$ cat config.mk
export PLATFORM = sky130hd
export DESIGN_NAME = change_dispenser
export DESIGN_NICKNAME = d
export VERILOG_FILES = /design/src/rtl/coin_pkg.sv /design/src/rtl/coin_inventory.sv /design/src/rtl/change_dispenser.sv
export SDC_FILE = /design/constraint.sdc
export NUM_CORES = 1
export LEC_CHECK = 0
export CAP_MARGIN = 20
export CORE_MARGIN = 3
export CORE_UTILIZATION = 49
export CTS_CLUSTER_DIAMETER = 100
export DETAILED_ROUTE_END_ITERATION = 8
export GPL_ROUTABILITY_DRIVEN = 0
export PLACE_DENSITY_LB_ADDON = 0.05
export SYNTH_ARGS = -nofsm -noshare
export SYNTH_HDL_FRONTEND = slang
export SYNTH_SLANG_ARGS = --single-unit
$ cat constraint.sdc
create_clock -name clk -period 2.6 [get_ports clk]
set_input_delay 0.52 -clock clk [delete_from_list [all_inputs] [get_ports clk]]
set_output_delay 0.52 -clock clk [all_outputs]
set_load 0.03 [all_outputs]
$ cat src/rtl/coin_pkg.sv
// Shared coin encodings, coin values and FSM states for the change dispenser.
// COIN_INVENTORY_EN (optional macro) enables the per-coin inventory in users of this package.
package coin_pkg;

  typedef enum logic [1:0] {
    NICKEL  = 2'd0,
    DIME    = 2'd1,
    QUARTER = 2'd2,
    DOLLAR  = 2'd3
  } coin_t;

  localparam int NICKEL_VAL  = 5;
  localparam int DIME_VAL    = 10;
  localparam int QUARTER_VAL = 25;
  localparam int DOLLAR_VAL  = 100;

  typedef enum logic [2:0] {
    IDLE,
    SELECT,
    EJECT,
    GAP,
    DONE
  } state_t;

  function automatic logic [7:0] coinValue(input coin_t c);
    case (c)
      NICKEL:  coinValue = 8'(NICKEL_VAL);
      DIME:    coinValue = 8'(DIME_VAL);
      QUARTER: coinValue = 8'(QUARTER_VAL);
      default: coinValue = 8'(DOLLAR_VAL);
    endcase
  endfunction

endpackage

$ cat src/rtl/coin_inventory.sv
// Four 8-bit coin counters with load/decrement and per-coin nonzero flags.
// Instantiated by change_dispenser only when COIN_INVENTORY_EN is defined.
module coin_inventory
  import coin_pkg::*;
#(
  parameter int INIT_COUNT = 20
) (
  input  logic       clk,
  input  logic       rst,
  input  logic       load,
  input  coin_t      loadCoin,
  input  logic [7:0] loadCount,
  input  logic       dec,
  input  coin_t      decCoin,
  output logic [3:0] nonZero
);

  for (genvar gi = 0; gi < 4; gi++) begin : gCnt
    logic [7:0] countReg;

    // A load in the same cycle as a decrement of the same coin wins.
    always_ff @(posedge clk) begin
      if (rst) begin
        countReg <= 8'(INIT_COUNT);
      end else if (load && (loadCoin == coin_t'(2'(gi)))) begin
        countReg <= loadCount;
      end else if (dec && (decCoin == coin_t'(2'(gi))) && (countReg != 8'd0)) begin
        countReg <= countReg - 8'd1;
      end
    end

    assign nonZero[gi] = (countReg != 8'd0);
  end

endmodule

$ cat src/rtl/change_dispenser.sv
// Greedy change payout sequencer: dollars, quarters, dimes, nickels over valid/ready.
// Optional macro COIN_INVENTORY_EN adds per-coin inventory limits and inv_* load ports.
module change_dispenser
  import coin_pkg::*;
#(
  parameter int VALUE_W    = 11,
  parameter int GAP_CYCLES = 2
`ifdef COIN_INVENTORY_EN
  ,
  parameter int INIT_COUNT = 20
`endif
) (
  input  logic               clk,
  input  logic               rst,
  input  logic               start,
  input  logic [VALUE_W-1:0] change_amt,
  output logic               eject_valid,
  output logic [1:0]         eject_coin,
  input  logic               eject_ready,
  output logic               busy,
  output logic               done,
  output logic               error,
  output logic [VALUE_W-1:0] remaining
`ifdef COIN_INVENTORY_EN
  ,
  input  logic               inv_load,
  input  logic [1:0]         inv_coin,
  input  logic [7:0]         inv_count
`endif
);

  localparam int GAP_W = (GAP_CYCLES > 1) ? $clog2(GAP_CYCLES) : 1;

  state_t             stateReg, stateNext;
  logic [VALUE_W-1:0] remainingReg, remainingNext;
  coin_t              coinReg, coinNext;
  logic               errorReg, errorNext;
  logic [GAP_W-1:0]   gapCntReg, gapCntNext;

  logic [3:0] avail;
  logic [3:0] fit;
  coin_t      bestCoin;
  logic       xfer;

  assign xfer = (stateReg == EJECT) && eject_ready;

`ifdef COIN_INVENTORY_EN
  coin_inventory #(
    .INIT_COUNT(INIT_COUNT)
  ) uInv (
    .clk      (clk),
    .rst      (rst),
    .load     (inv_load),
    .loadCoin (coin_t'(inv_coin)),
    .loadCount(inv_count),
    .dec      (xfer),
    .decCoin  (coinReg),
    .nonZero  (avail)
  );
`else
  assign avail = 4'b1111;
`endif

  for (genvar gi = 0; gi < 4; gi++) begin : gFit
    assign fit[gi] = avail[gi] &&
                     (remainingReg >= VALUE_W'(coinValue(coin_t'(2'(gi)))));
  end

  always_comb begin
    bestCoin = NICKEL;
    if (fit[3])      bestCoin = DOLLAR;
    else if (fit[2]) bestCoin = QUARTER;
    else if (fit[1]) bestCoin = DIME;
  end

  always_ff @(posedge clk) begin
    if (rst) begin
      stateReg     <= IDLE;
      remainingReg <= '0;
      coinReg      <= NICKEL;
      errorReg     <= 1'b0;
      gapCntReg    <= '0;
    end else begin
      stateReg     <= stateNext;
      remainingReg <= remainingNext;
      coinReg      <= coinNext;
      errorReg     <= errorNext;
      gapCntReg    <= gapCntNext;
    end
  end

  always_comb begin
    stateNext     = stateReg;
    remainingNext = remainingReg;
    coinNext      = coinReg;
    errorNext     = errorReg;
    gapCntNext    = gapCntReg;
    case (stateReg)
      IDLE: begin
        if (start) begin
          remainingNext = change_amt;
          errorNext     = 1'b0;
          stateNext     = SELECT;
        end
      end
      SELECT: begin
        if (|fit) begin
          coinNext  = bestCoin;
          stateNext = EJECT;
        end else begin
          // Error is registered here so it is visible in the same cycle as done.
          errorNext = (remainingReg != '0);
          stateNext = DONE;
        end
      end
      EJECT: begin
        if (eject_ready) begin
          remainingNext = remainingReg - VALUE_W'(coinValue(coinReg));
          gapCntNext    = GAP_W'(GAP_CYCLES - 1);
          stateNext     = GAP;
        end
      end
      GAP: begin
        if (gapCntReg == '0) stateNext = SELECT;
        else                 gapCntNext = gapCntReg - 1'b1;
      end
      DONE:    stateNext = IDLE;
      default: stateNext = IDLE;
    endcase
  end

  assign eject_valid = (stateReg == EJECT);
  assign eject_coin  = coinReg;
  assign busy        = (stateReg != IDLE);
  assign done        = (stateReg == DONE);
  assign error       = errorReg;
  assign remaining   = remainingReg;

endmodule

== Word level (Yosys, flattened, before mapping) ==
Cells that the tools add are included.

* Register bits: 18
* Bits in latches: 0
* Memory bits (writable): 0
* ROM bits: 0
* Input bits: 15
* Memories: 0

* $add $sub $neg: 2
* Multipliers: 0
* Div/mod/pow operators: 0
* Magnitude comparators: 4
* Eq/ne operators: 10
* Shift-type cells: 0
* Multiplexer cells: 20
* Bitwise operators: 0
* Reductions and logical operators: 13

{| class="wikitable"
|+ Operators with widths
! operator !! number
|-
| 11-bit two-way mux || 2
|-
| 11-bit case mux with 2 select lines || 1
|-
| 7-bit case mux with 3 select lines || 1
|-
| 8-bit two-way mux || 2
|-
| 3-bit two-way mux || 4
|-
| 3-bit case mux with 4 select lines || 1
|-
| 11-bit by 3-bit >= comparator with 1-bit output (second input constant) || 1
|-
| 11-bit by 4-bit >= comparator with 1-bit output (second input constant) || 1
|-
| 11-bit by 5-bit >= comparator with 1-bit output (second input constant) || 1
|-
| 11-bit by 7-bit >= comparator with 1-bit output (second input constant) || 1
|-
| 11-bit nonzero test || 1
|-
| 11-bit by 8-bit subtractor with 11-bit output || 1
|-
| 3-bit AND reduction || 3
|-
| 3-bit by 2-bit equality test with 1-bit output (second input constant) || 2
|-
| 2-bit inequality test (second input constant) || 3
|-
| 2-bit nonzero test || 3
|-
| 1-bit two-way mux || 5
|-
| 2-bit two-way mux || 2
|-
| 1-bit case mux with 2 select lines || 2
|-
| 2-bit AND reduction || 2
|-
| 4-bit OR reduction || 1
|-
| 3-bit by 1-bit equality test with 1-bit output (second input constant) || 1
|-
| 3-bit equality test (second input constant) || 1
|-
| 3-bit zero test || 1
|-
| other kinds (6) || 6
|}

== Longest topological paths before layout ==
* Depth after elaboration: 7
* Depth in mapped cells: 10
* Mapped depth without buffers: 10

== Least setup slack after synthesis ==
OpenSTA, ideal clock, no wires.

* Kind: register to register
* Start: register coinReg[0] (netlist: eject_coin[0])
* End: register remainingReg[6] (netlist: remaining[6])
* Setup time: 0.128 ns
* Arrival: 2.389 ns
* Data required time: 2.472 ns
* Slack: 0.083 ns
* Cell stages (with the launch flop): 11
* Buffers on the path: 0
* Period minus slack after synthesis: 2.517 ns
* Path through: dfxtp_1 -> inv_1 -> ha_1 -> inv_1 -> ha_1 -> nor2b_4 -> o31a_1 -> or4_1 -> a21oi_1 -> o21ai_1 -> nor2b_4

* Cells in the longest elaborated chain, start to end: 7
* Elaborated cells on any way between the ends: 9
* Those cells by class: add/sub (1); eq/ne (2); mux (5); reduce/logical (1)

{| class="wikitable"
|+ Ends and longest elaborated chain
! element !! RTL line !! RTL
|-
| from (decl) || change_dispenser.sv:36 || <nowiki>coin_t coinReg, coinNext;</nowiki>
|-
| from (signal assigned) || change_dispenser.sv:86 || <nowiki>coinReg <= coinNext;</nowiki>
|-
| 2-bit equality test (tied with other cells) || coin_pkg.sv:26 || <nowiki>case (c)</nowiki>
|-
| 7-bit case mux with 3 select lines * || coin_pkg.sv:26 ||
|-
| 8-bit two-way mux * || change_dispenser.sv:117 || <nowiki>if (eject_ready) begin</nowiki>
|-
| 8-bit two-way mux * || change_dispenser.sv:98 || <nowiki>case (stateReg)</nowiki>
|-
| 11-bit by 8-bit subtractor with 11-bit output * || change_dispenser.sv:118 || <nowiki>remainingNext = remainingReg - VALUE_W'(coinValue(coinReg));</nowiki>
|-
| 11-bit two-way mux * || change_dispenser.sv:117 ||
|-
| 11-bit case mux with 2 select lines * || change_dispenser.sv:98 ||
|-
| to (signal assigned) || change_dispenser.sv:85 || <nowiki>remainingReg <= remainingNext;</nowiki>
|-
| to (decl) || change_dispenser.sv:35 || <nowiki>logic [VALUE_W-1:0] remainingReg, remainingNext;</nowiki>
|}

Mark *: on every way between the ends. The rest lies on a longest branch, timed or not. The select of a mux whose other input is x is not followed.
A chain may end at the register's enable or synchronous reset.

== Final worst setup path ==
* Start: register stateReg[1]
* End: output busy

* Cells in the longest elaborated chain, start to end: 1

{| class="wikitable"
|+ Ends and longest elaborated chain
! element !! RTL line !! RTL
|-
| from (decl) || change_dispenser.sv:34 || <nowiki>state_t stateReg, stateNext;</nowiki>
|-
| from (signal assigned) || change_dispenser.sv:84 || <nowiki>stateReg <= stateNext;</nowiki>
|-
| 3-bit nonzero test || change_dispenser.sv:134 || <nowiki>assign busy = (stateReg != IDLE);</nowiki>
|-
| to (decl) || change_dispenser.sv:20 || <nowiki>output logic busy,</nowiki>
|}

No other way between the ends.

==> impl_metrics.py <==
metrics = {
    "final_layout": {
        "layout.nets": 222,
        "drive_gt1_share_pct": 12.3,
        "finalNonFillerCells": 225,
        "antenna_cells": 0,
        "multi_input_area_sq_um": 908,
        "area_growth_pct": 26.1,
        "fillCellCount": 222,
        "regArea_sq_um": 360,
    },
    "synthesis": {
        "synth.area.mux_share_pct": 1.47,
        "yosys-top-cells-area": "dfxtp_1, ha_1, a211oi_1, nor2_1, a21oi_1",
        "synth_xor_area_share_pct": 1.29,
        "synth_top_family_by_area": "compound AO/OA/AOI/OAI gates",
        "async_flop_share_pct": 0,
        "synth_common_cells": "dfxtp_1, nor2_1, nand2_1",
        "yosysUniqueCellTypes": 50,
        "synthCells": 165,
        "synth_area_sq_um": 1360,
        "netlist.area_leader.share_pct": 26.5,
        "synth_compound_area_share_pct": 28.1,
        "ys_ff_latch": 18,
        "yosysSeqAreaShare_pct": 26.5,
        "synth_fp_nets": 191,
        "synthFlopType": "dfxtp_1",
        "synth.avg_cell_area_sq_um": 8.24,
        "yosys.area_share.simple_pct": 25.3,
        "synth.most_common_cell": "dfxtp_1",
        "synth-edff-count": 0,
        "synth.largest_area_cell": "dfxtp_1",
        "synth_fa_ha_area_share_pct": 10.7,
        "yosys_warnings": 0,
    },
    "clock_tree": {
        "numCtsBuffers": 3,
        "cts_setup_buffers": 0,
        "cts_tree": "yes",
        "cts.clk_slew.worst_paths_ns": 0.11,
        "cts_buffer_depth": 2,
        "clk_latency_ns": 0.29,
        "h-tree-depth": 1,
        "root_buffer": "clkbuf_4",
        "postCtsResizedCells": 0,
        "cts_sinks": 18,
        "cts-hold-fix-buffers": 0,
    },
    "timing": {
        "hold_slack_ns": 0.508,
        "tightest_slew_ns": 0.840,
        "slew_headroom_pct": 43.8,
        "setup_slack_ns": 0.147,
        "period_minus_slack_ns": 2.45,
        "clock_skew_ns": 0.00252,
        "slew_violations": 0,
        "finalSetupViolations": 0,
        "finalHoldViolations": 0,
        "rsz0062_at_grt": "no",
        "layout_worst_path_cycle_share_pct": 94.4,
        "setup-tns-final_ns": 0,
        "timing.fmax_ghz": 0.408,
    },
    "placed_design": {
        "place_inst": 221,
        "hpwl_um": 2460,
        "portBuffers": 31,
        "post-place-ws_ns": 0.174,
    },
    "global_route": {
        "antenna_found_initial": 0,
        "grt-ovfl-total": 0,
        "grt_pass1_vias": 1325,
        "grt_pass1_wl_um": 5830,
        "grt_start_max_net_pins": 20,
        "gr-usage-all-layers_pct": 21.6,
    },
    "critical_path": {
        "start_kind": "flop",
        "crit_type": "flop to output pin",
        "cp.required_ns": 2.08,
        "endpoint_kind": "output pin",
        "cp_max_fo": 19,
        "crit_start": "stateReg[1]$_SDFFE_PP0P_",
        "r2r-start": "eject_coin[0]$_SDFFE_PP0P_",
        "worstPathArrival_ns": 1.93,
    },
    "power_and_ir_drop": {
        "power.density_nw_per_um2": 780,
        "ir_drop_mv": 0.495,
        "finalPower_mw": 1.34,
        "p_leak_nw": 0.631,
    },
    "job": {
        "drv_cap": 0,
    },
    "die": {
        "design.core.area_sq_um": 2570,
        "die_w_um": 58.7,
        "start_util_pct": 53.0,
        "dieArea_sq_um": 3440,
        "rows": 18,
        "ios": 32,
        "die_h_um": 58.7,
    },
    "routing": {
        "routed_wl_um": 3450,
        "drc": 0,
        "vias": 1362,
        "viasPerCell": 6.05,
        "antenna_left": 0,
        "first_pass_iters": 4,
        "wl_per_cell_um": 15.3,
        "drtIter0Drc": 94,
    },
    "hold_path": {
        "hp-class": "flop to flop",
        "min_from": "error$_SDFFE_PP0P_",
    },
    "outcome": {
        "outcome": "complete, no violations",
    },
}
## power by group
| group | internal [mW] | switching (mW) | total [mW] |
|---|---|---|---|
| sequential | 0.320 | 0.0852 | 0.405 |
| clock | 0.0853 | 0.0951 | 0.180 |
| combinational | 0.341 | 0.412 | 0.753 |
| total | 0.746 | 0.593 | 1.34 |
## kinds of logic after synthesis
group                      after synthesis
xor gates and xnor gates                 2
adders and majority gates               11
buffers and inverters                   19
muxes                                    2
and+or+nand+nor                         60
DFF                                     18
AOI/OAI and AO/OA                       53
## cells in the final DEF (no fill, tap or decap), types with 2 or more instances in the layout
cell	Yosys	layout
mux2i_1	2	2
clkdlybuf4s50_1	0	30
nor4_2	2	2
nand3b_1	2	2
inv_1	8	8
dfxtp_1	18	18
buf_4	0	4
nor2b_1	3	3
nor4_1	2	2
nand2_1	11	11
a31oi_1	2	2
a22oi_1	2	2
clkbuf_4	0	3
ha_1	10	10
a211oi_2	2	2
nor2b_4	3	3
a211oi_1	9	9
o21a_1	3	3
nand3_1	4	4
o21ai_0	7	7
nor2_1	14	14
o31ai_1	2	2
or3_1	4	4
a21oi_1	10	10
o21ai_1	2	2
inv_2	2	2
nor3_1	9	9
o221ai_1	2	2
## metrics by stage
step | cell area [sq um] | util (%)
5_1_grt | 1720 | 66.8
3_3_place_gp | 1680 | 65.4
2_1_floorplan | 1360 | -
4_1_cts | 1720 | 66.8
3_5_place_dp | 1680 | 65.4
6_report | 1720 | 66.8
## path summary, 6_finish.rpt
path	end	slack [ns]	cells past startpoint
setup / recovery	busy	0.15	2
hold / removal	error$_SDFFE_PP0P_	0.51	2
setup reg to reg	remaining[6]$_SDFFE_PP0P_	0.17	10
hold reg to reg	error$_SDFFE_PP0P_	0.51	2
## final cells by class
| type | instances | share of cell area, % |
|---|---|---|
| Clock buffer | 4 | 2.12 |
| Timing Repair Buffer | 34 | 19.3 |
| Inverter | 11 | 2.48 |
| Multi-Input combinational cell | 128 | 53.0 |
| Sequential cell | 18 | 21.0 |
| Tap cell | 30 | 2.19 |
## registers in the layout, summed over array words and instances, names as in the netlist
signal and cells:
gapCntReg 1, error 1, stateReg 3, eject_coin 2, remaining 11
## routing by layer
layer | GRT usage, % | wire (um) | up-vias
li1 | - | - | 671
met3 | 2.41 | 218 | 6
met4 | 9.71 | 45 | 0
met1 | 27.9 | 1540 | 631
met2 | 36.0 | 1640 | 54
met5 | 0 | 0 | -
## worst max-delay path, cell delays in order (launching register included)
cell and delay, ns:
dfxtp_1 0.78, or3_1 0.20, clkdlybuf4s50_1 0.66
Power figures use the tool's default switching activity.
